### src/rtl/key_debounce_pkg.sv
// Shared constants, width helpers and the per-channel event bundle for the key debouncer.
package key_debounce_pkg;

  localparam int DEB_STABLE_DEF = 15;
  localparam int DEB_HOLD_DEF   = 1000;

  // Counter width able to hold the value n (at least one bit).
  function automatic int cnt_w(input int n);
    return (n < 1) ? 1 : $clog2(n + 1);
  endfunction

  localparam int DEB_CNT_W_DEF  = $clog2(DEB_STABLE_DEF + 1);
  localparam int DEB_HCNT_W_DEF = $clog2(DEB_HOLD_DEF + 1);

  // "release" is a reserved word, hence the short field name.
  typedef struct packed {
    logic press;
    logic rel;
    logic hold;
  } deb_evt_t;

endpackage

### src/rtl/key_debounce_ch.sv
// One debounce channel: optional 2-flop synchroniser (KEY_DEBOUNCE_SYNC_EN), stability
// counter, debounced level, hold counter and registered press/release/hold pulses.
module key_debounce_ch
  import key_debounce_pkg::*;
#(
  parameter int STABLE     = DEB_STABLE_DEF,
  parameter int HOLD       = DEB_HOLD_DEF,
  parameter int ACTIVE_LOW = 0
) (
  input  logic     clk,
  input  logic     rst_n,
  input  logic     raw,
  output logic     level,
  output deb_evt_t evt
);

  localparam int CW = cnt_w(STABLE);
  localparam int HW = cnt_w(HOLD);
  localparam logic [CW-1:0] CMAX  = CW'(STABLE - 1);
  localparam logic [HW-1:0] HMAX  = HW'(HOLD);
  localparam logic [HW-1:0] HFIRE = HW'(HOLD - 1);

  logic          smp;
  logic          s;
  logic [CW-1:0] cnt;
  logic [HW-1:0] hcnt;

`ifdef KEY_DEBOUNCE_SYNC_EN
  logic [1:0] sync_q;

  always_ff @(posedge clk or negedge rst_n) begin
    if (!rst_n) sync_q <= 2'b00;
    else        sync_q <= {sync_q[0], raw};
  end

  assign smp = sync_q[1];
`else
  assign smp = raw;
`endif

  // Polarity is applied after the synchroniser so the sync flops reset to 0 either way.
  assign s = (ACTIVE_LOW != 0) ? ~smp : smp;

  always_ff @(posedge clk or negedge rst_n) begin
    if (!rst_n) begin
      cnt   <= '0;
      hcnt  <= '0;
      level <= 1'b0;
      evt   <= '0;
    end else begin
      evt <= '0;

      if (s == level) begin
        cnt <= '0;
      end else if (cnt == CMAX) begin
        level     <= s;
        cnt       <= '0;
        evt.press <= s;
        evt.rel   <= ~s;
      end else begin
        cnt <= cnt + 1'b1;
      end

      // A press commit happens while level is still 0, so this also clears hcnt then.
      if (!level) begin
        hcnt <= '0;
      end else if (hcnt != HMAX) begin
        hcnt     <= hcnt + 1'b1;
        evt.hold <= (hcnt == HFIRE);
      end
    end
  end

endmodule

### src/rtl/key_debounce_mc.sv
// Multi-channel key debouncer: CH independent channels plus a combinational 'changed' flag.
// Define KEY_DEBOUNCE_SYNC_EN to add a 2-flop synchroniser (+2 cycles) on every input.
module key_debounce_mc
  import key_debounce_pkg::*;
#(
  parameter int CH         = 4,
  parameter int STABLE     = DEB_STABLE_DEF,
  parameter int HOLD       = DEB_HOLD_DEF,
  parameter int ACTIVE_LOW = 0
) (
  input  logic          clk,
  input  logic          rst_n,
  input  logic [CH-1:0] in,
  output logic [CH-1:0] level,
  output logic [CH-1:0] press,
  output logic [CH-1:0] rel,
  output logic [CH-1:0] hold,
  output logic          changed
);

  for (genvar g = 0; g < CH; g++) begin : g_ch
    deb_evt_t evt;

    key_debounce_ch #(
      .STABLE    (STABLE),
      .HOLD      (HOLD),
      .ACTIVE_LOW(ACTIVE_LOW)
    ) u_ch (
      .clk  (clk),
      .rst_n(rst_n),
      .raw  (in[g]),
      .level(level[g]),
      .evt  (evt)
    );

    assign press[g] = evt.press;
    assign rel[g]   = evt.rel;
    assign hold[g]  = evt.hold;
  end

  assign changed = |(press | rel);

endmodule

### config.mk
export PLATFORM = sky130hd
export DESIGN_NAME = key_debounce_mc
export DESIGN_NICKNAME = d
export VERILOG_FILES = /design/src/rtl/key_debounce_pkg.sv /design/src/rtl/key_debounce_ch.sv /design/src/rtl/key_debounce_mc.sv
export SDC_FILE = /design/constraint.sdc
export NUM_CORES = 1
export LEC_CHECK = 0
export ABC_CLOCK_PERIOD_IN_PS = 3050
export CAP_MARGIN = 20
export CORE_MARGIN = 2
export CORE_UTILIZATION = 50
export CTS_BUF_LIST = sky130_fd_sc_hd__clkbuf_4
export DETAILED_ROUTE_END_ITERATION = 10
export PLACE_DENSITY = 0.69
export SYNTH_ARGS = -nofsm -noshare
export SYNTH_HDL_FRONTEND = slang
export SYNTH_SLANG_ARGS = --single-unit
### constraint.sdc
create_clock -name clk -period 3.05 [get_ports clk]
set_input_delay 0.61 -clock clk [delete_from_list [all_inputs] [get_ports clk]]
set_output_delay 0.61 -clock clk [all_outputs]
set_load 0.02 [all_outputs]
==> impl_results.md <==
- Global placement routability congestion: 0.775
- Grt total ovfl: 0
- Critical Path AT: 1.88 ns
- CTS Root Cell: clkbuf_4
- HPWL Detailed: 4.05 mm
- Routed wl met2: 2.68 mm
- RSZ-0062 raised after global routing: no
- Flops & latches, synth: 72
- VDD IR max: 254 uV
- Post-synth ARST share: 100%
- IO buf count: 22
- Synthesized net count: 353
- Post-Place Cells: 427
- Achievable clock frequency: 401 MHz
- R2r endpoint: g_ch[1].u_ch.hcnt[8]
- Initial Utilization: 51.1%
- Vias per cell: 5.40
- Avg Inst Size Synth: 10.4 um^2
- Critical path class: flip-flop to output port
- Post-route clock period utilization: 81.7%
- Diode count: 0
- Slew headroom: 67.3%
- YS warnings: 0
- Placeable core area: 6760 um^2
- Post-cts sizing count: 0
- Final-stage net count: 380
- Routed WL: 5.82 mm
- Postcts setup bufs: 0
- Hold_ws: 0.143 ns
- Max Slew Vio Count: 0
- Worst-path clk slew: 0.12 ns
- DR top layer: met4
- IO Pins: 23
- Crit path largest cell delay: 0.55 ns
- H-tree Lvls: 3
- Final Power: 1840 uW
- Global Route Usage Sum: 16.9%
- RR Startpoint: g_ch[1].u_ch.hcnt[1]
- Synth unique cells: 37
- Cts bufs inserted: 9
- First-pass GRT wire length: 10.0 mm
- WL/cell: 13.2 um
- DIE AREA: 7590 um^2
- Metal1 wirelength: 2.77 mm
- Site Rows: 30
- CP max-delay cell: clkdlybuf4s50_1
- Final min period: 2.49 ns
- Sequential share of the synthesized area: 52.2%
- Static Leak: 0.00164 uW
- Setup TNS: 0 ns
- Power per Cell Area: 473 nW/um^2
- Initial drt markers: 67
- CP Cell Sequence: nor4_1 -> nand2_1 -> clkdlybuf4s50_1
- Worst Setup End Kind: output port
- Synth Cell Area: 3450 um^2
- Crit-path max FO: 2
- Finish-stage setup viols: 0
- Max cap viols: 0
- Layout cells sized above 1: 8.84%
- Residual DRC: 0
- Hold buffer count at CTS: 0
- Cell depth of the worst flop-to-flop path: 4
- Via count: 2388
- Area post-placement: 3740 um^2
- Antenna Nets Post-Route: 0
- Met3 wire length: 312 um
- Final hold vios: 0
- DRT Pass-1 Iters: 4
- Status: finished clean
- Worst-Margin Slew: 0.491 ns
- Synth Instances: 331
- Max Root-Sink Buffers: 2
- Largest net degree at the start of global routing: 32
- Skew-Pair Late Insertion Delay: 0.41 ns
- HP Class: input pin to asynchronous set/reset pin
- R2R Setup Slk: 1.53 ns
- Die width: 87.1 um
- Clock Skew: 0.0110 ns
- CTS tree: done
- Syn-to-layout area delta: 12.6%
- Post-synth EDFFs: 0
- Vias in the first global route: 2306
- Overall die height: 87.1 um
- Worst Path Buf+Inv: 1
- Final Cell Area: 3890 um^2
- Startpoint types: flip-flop
- Fin cells: 442
- Clk sink count: 72
- Crit path max-delay family: buffers and inverters
- Primary FF master, synth: dfrtp_1
- Worst EP required: 2.44 ns
- Initial antenna violation count: 0
-- layout make-up --
cell class	count	area, um^2
flip-flops and latches	72	1800
multi-input cells	230	1530
clock inverters	6	85.1
fillers	583	2870
inverters	21	78.8
repair buffers	24	230
well taps	80	100
clock buffers	9	67.6
-- report_power, final --
part / internal, uW / switching [uW]
combinational: 59.3 / 79.8
clock: 325 / 329
sequential: 995 / 51.0
total: 1380 / 460
-- metrics by stage --
stage          setup WS, ns  util, %
5_1_grt               0.385     57.6
3_5_place_dp          0.933     55.3
2_1_floorplan          1.55        -
6_report              0.559     57.6
4_1_cts               0.448     57.6
3_3_place_gp          0.954     55.3
-- synth_stat cells, types with 4 or more instances --
library cell / count / area share (%)
nand3_1: 18 / 2.6
nor4_1: 4 / 0.72
nor3_1: 6 / 0.87
o31ai_1: 9 / 2.0
xor2_1: 15 / 3.8
nor4_2: 4 / 1.4
or4_1: 8 / 1.7
xnor2_1: 6 / 1.5
mux2_2: 4 / 1.3
or3_1: 10 / 1.8
ha_1: 16 / 5.8
nand4_1: 6 / 1.1
dfrtp_1: 72 / 52
mux2i_1: 9 / 2.6
inv_1: 18 / 2.0
buf_4: 4 / 0.87
nor2_1: 25 / 2.7
nand3b_1: 5 / 1.1
nand2_1: 36 / 3.9
o21ai_0: 10 / 1.4
a21oi_1: 18 / 2.6
nor3b_1: 4 / 0.87
-- routing by layer --
layer  GRT usage, %  vias up
li1               -     1210
met1           21.7     1144
met2           26.2       28
met3           7.58        6
met4           4.90        0
met5              0        -
-- kinds of logic (layout without fill, tap and decap cells) --
family | after synthesis | in the layout | share of synthesized area (%)
mux | 13 | 13 | 3.91
xor+xnor | 21 | 21 | 5.32
compound gates | 41 | 41 | 6.88
simple gates | 139 | 139 | 22.3
buf+inv | 29 | 60 | 3.62
flops | 72 | 72 | 52.2
fa+ha+maj | 16 | 16 | 5.79
-- worst max-delay path by stage --
| stage | from | endpoint | depth (start not counted) |
|---|---|---|---|
| floorplan | g_ch[0].u_ch.evt[1] | changed | 2 |
| global placement | g_ch[0].u_ch.evt[1] | changed | 3 |
| detailed placement | g_ch[0].u_ch.evt[1] | changed | 3 |
| CTS | g_ch[0].u_ch.evt[2] | changed | 3 |
| global route | g_ch[0].u_ch.evt[2] | changed | 3 |
| finish | g_ch[0].u_ch.evt[1] | changed | 3 |
-- state kept, by name, summed over array words and instances (netlist names) --
name and cells:
g_ch.u_ch.hcnt 40, g_ch.u_ch.cnt 16, g_ch.u_ch.evt 12, g_ch.u_ch.level 4
-- placed cells by master (no fill, tap or decap), drive strengths merged, types with 10 or more instances in the layout --
cell type / netlist / layout
ha: 16 / 16
inv: 19 / 19
nand2: 37 / 37
nor2: 25 / 25
nand3: 20 / 20
xor2: 15 / 15
o21ai: 10 / 10
or3: 10 / 10
dfrtp: 72 / 72
clkdlybuf4s50: 0 / 21
a21oi: 18 / 18
-- worst reg2reg max path, cell delays in order, from the launching register on --
cell and delay (ns):
dfrtp_1 0.45, ha_1 0.26, nand2_2 0.10, or4_1 0.48, a21oi_1 0.15
Note: power is estimated with default switching activity, not from simulation.
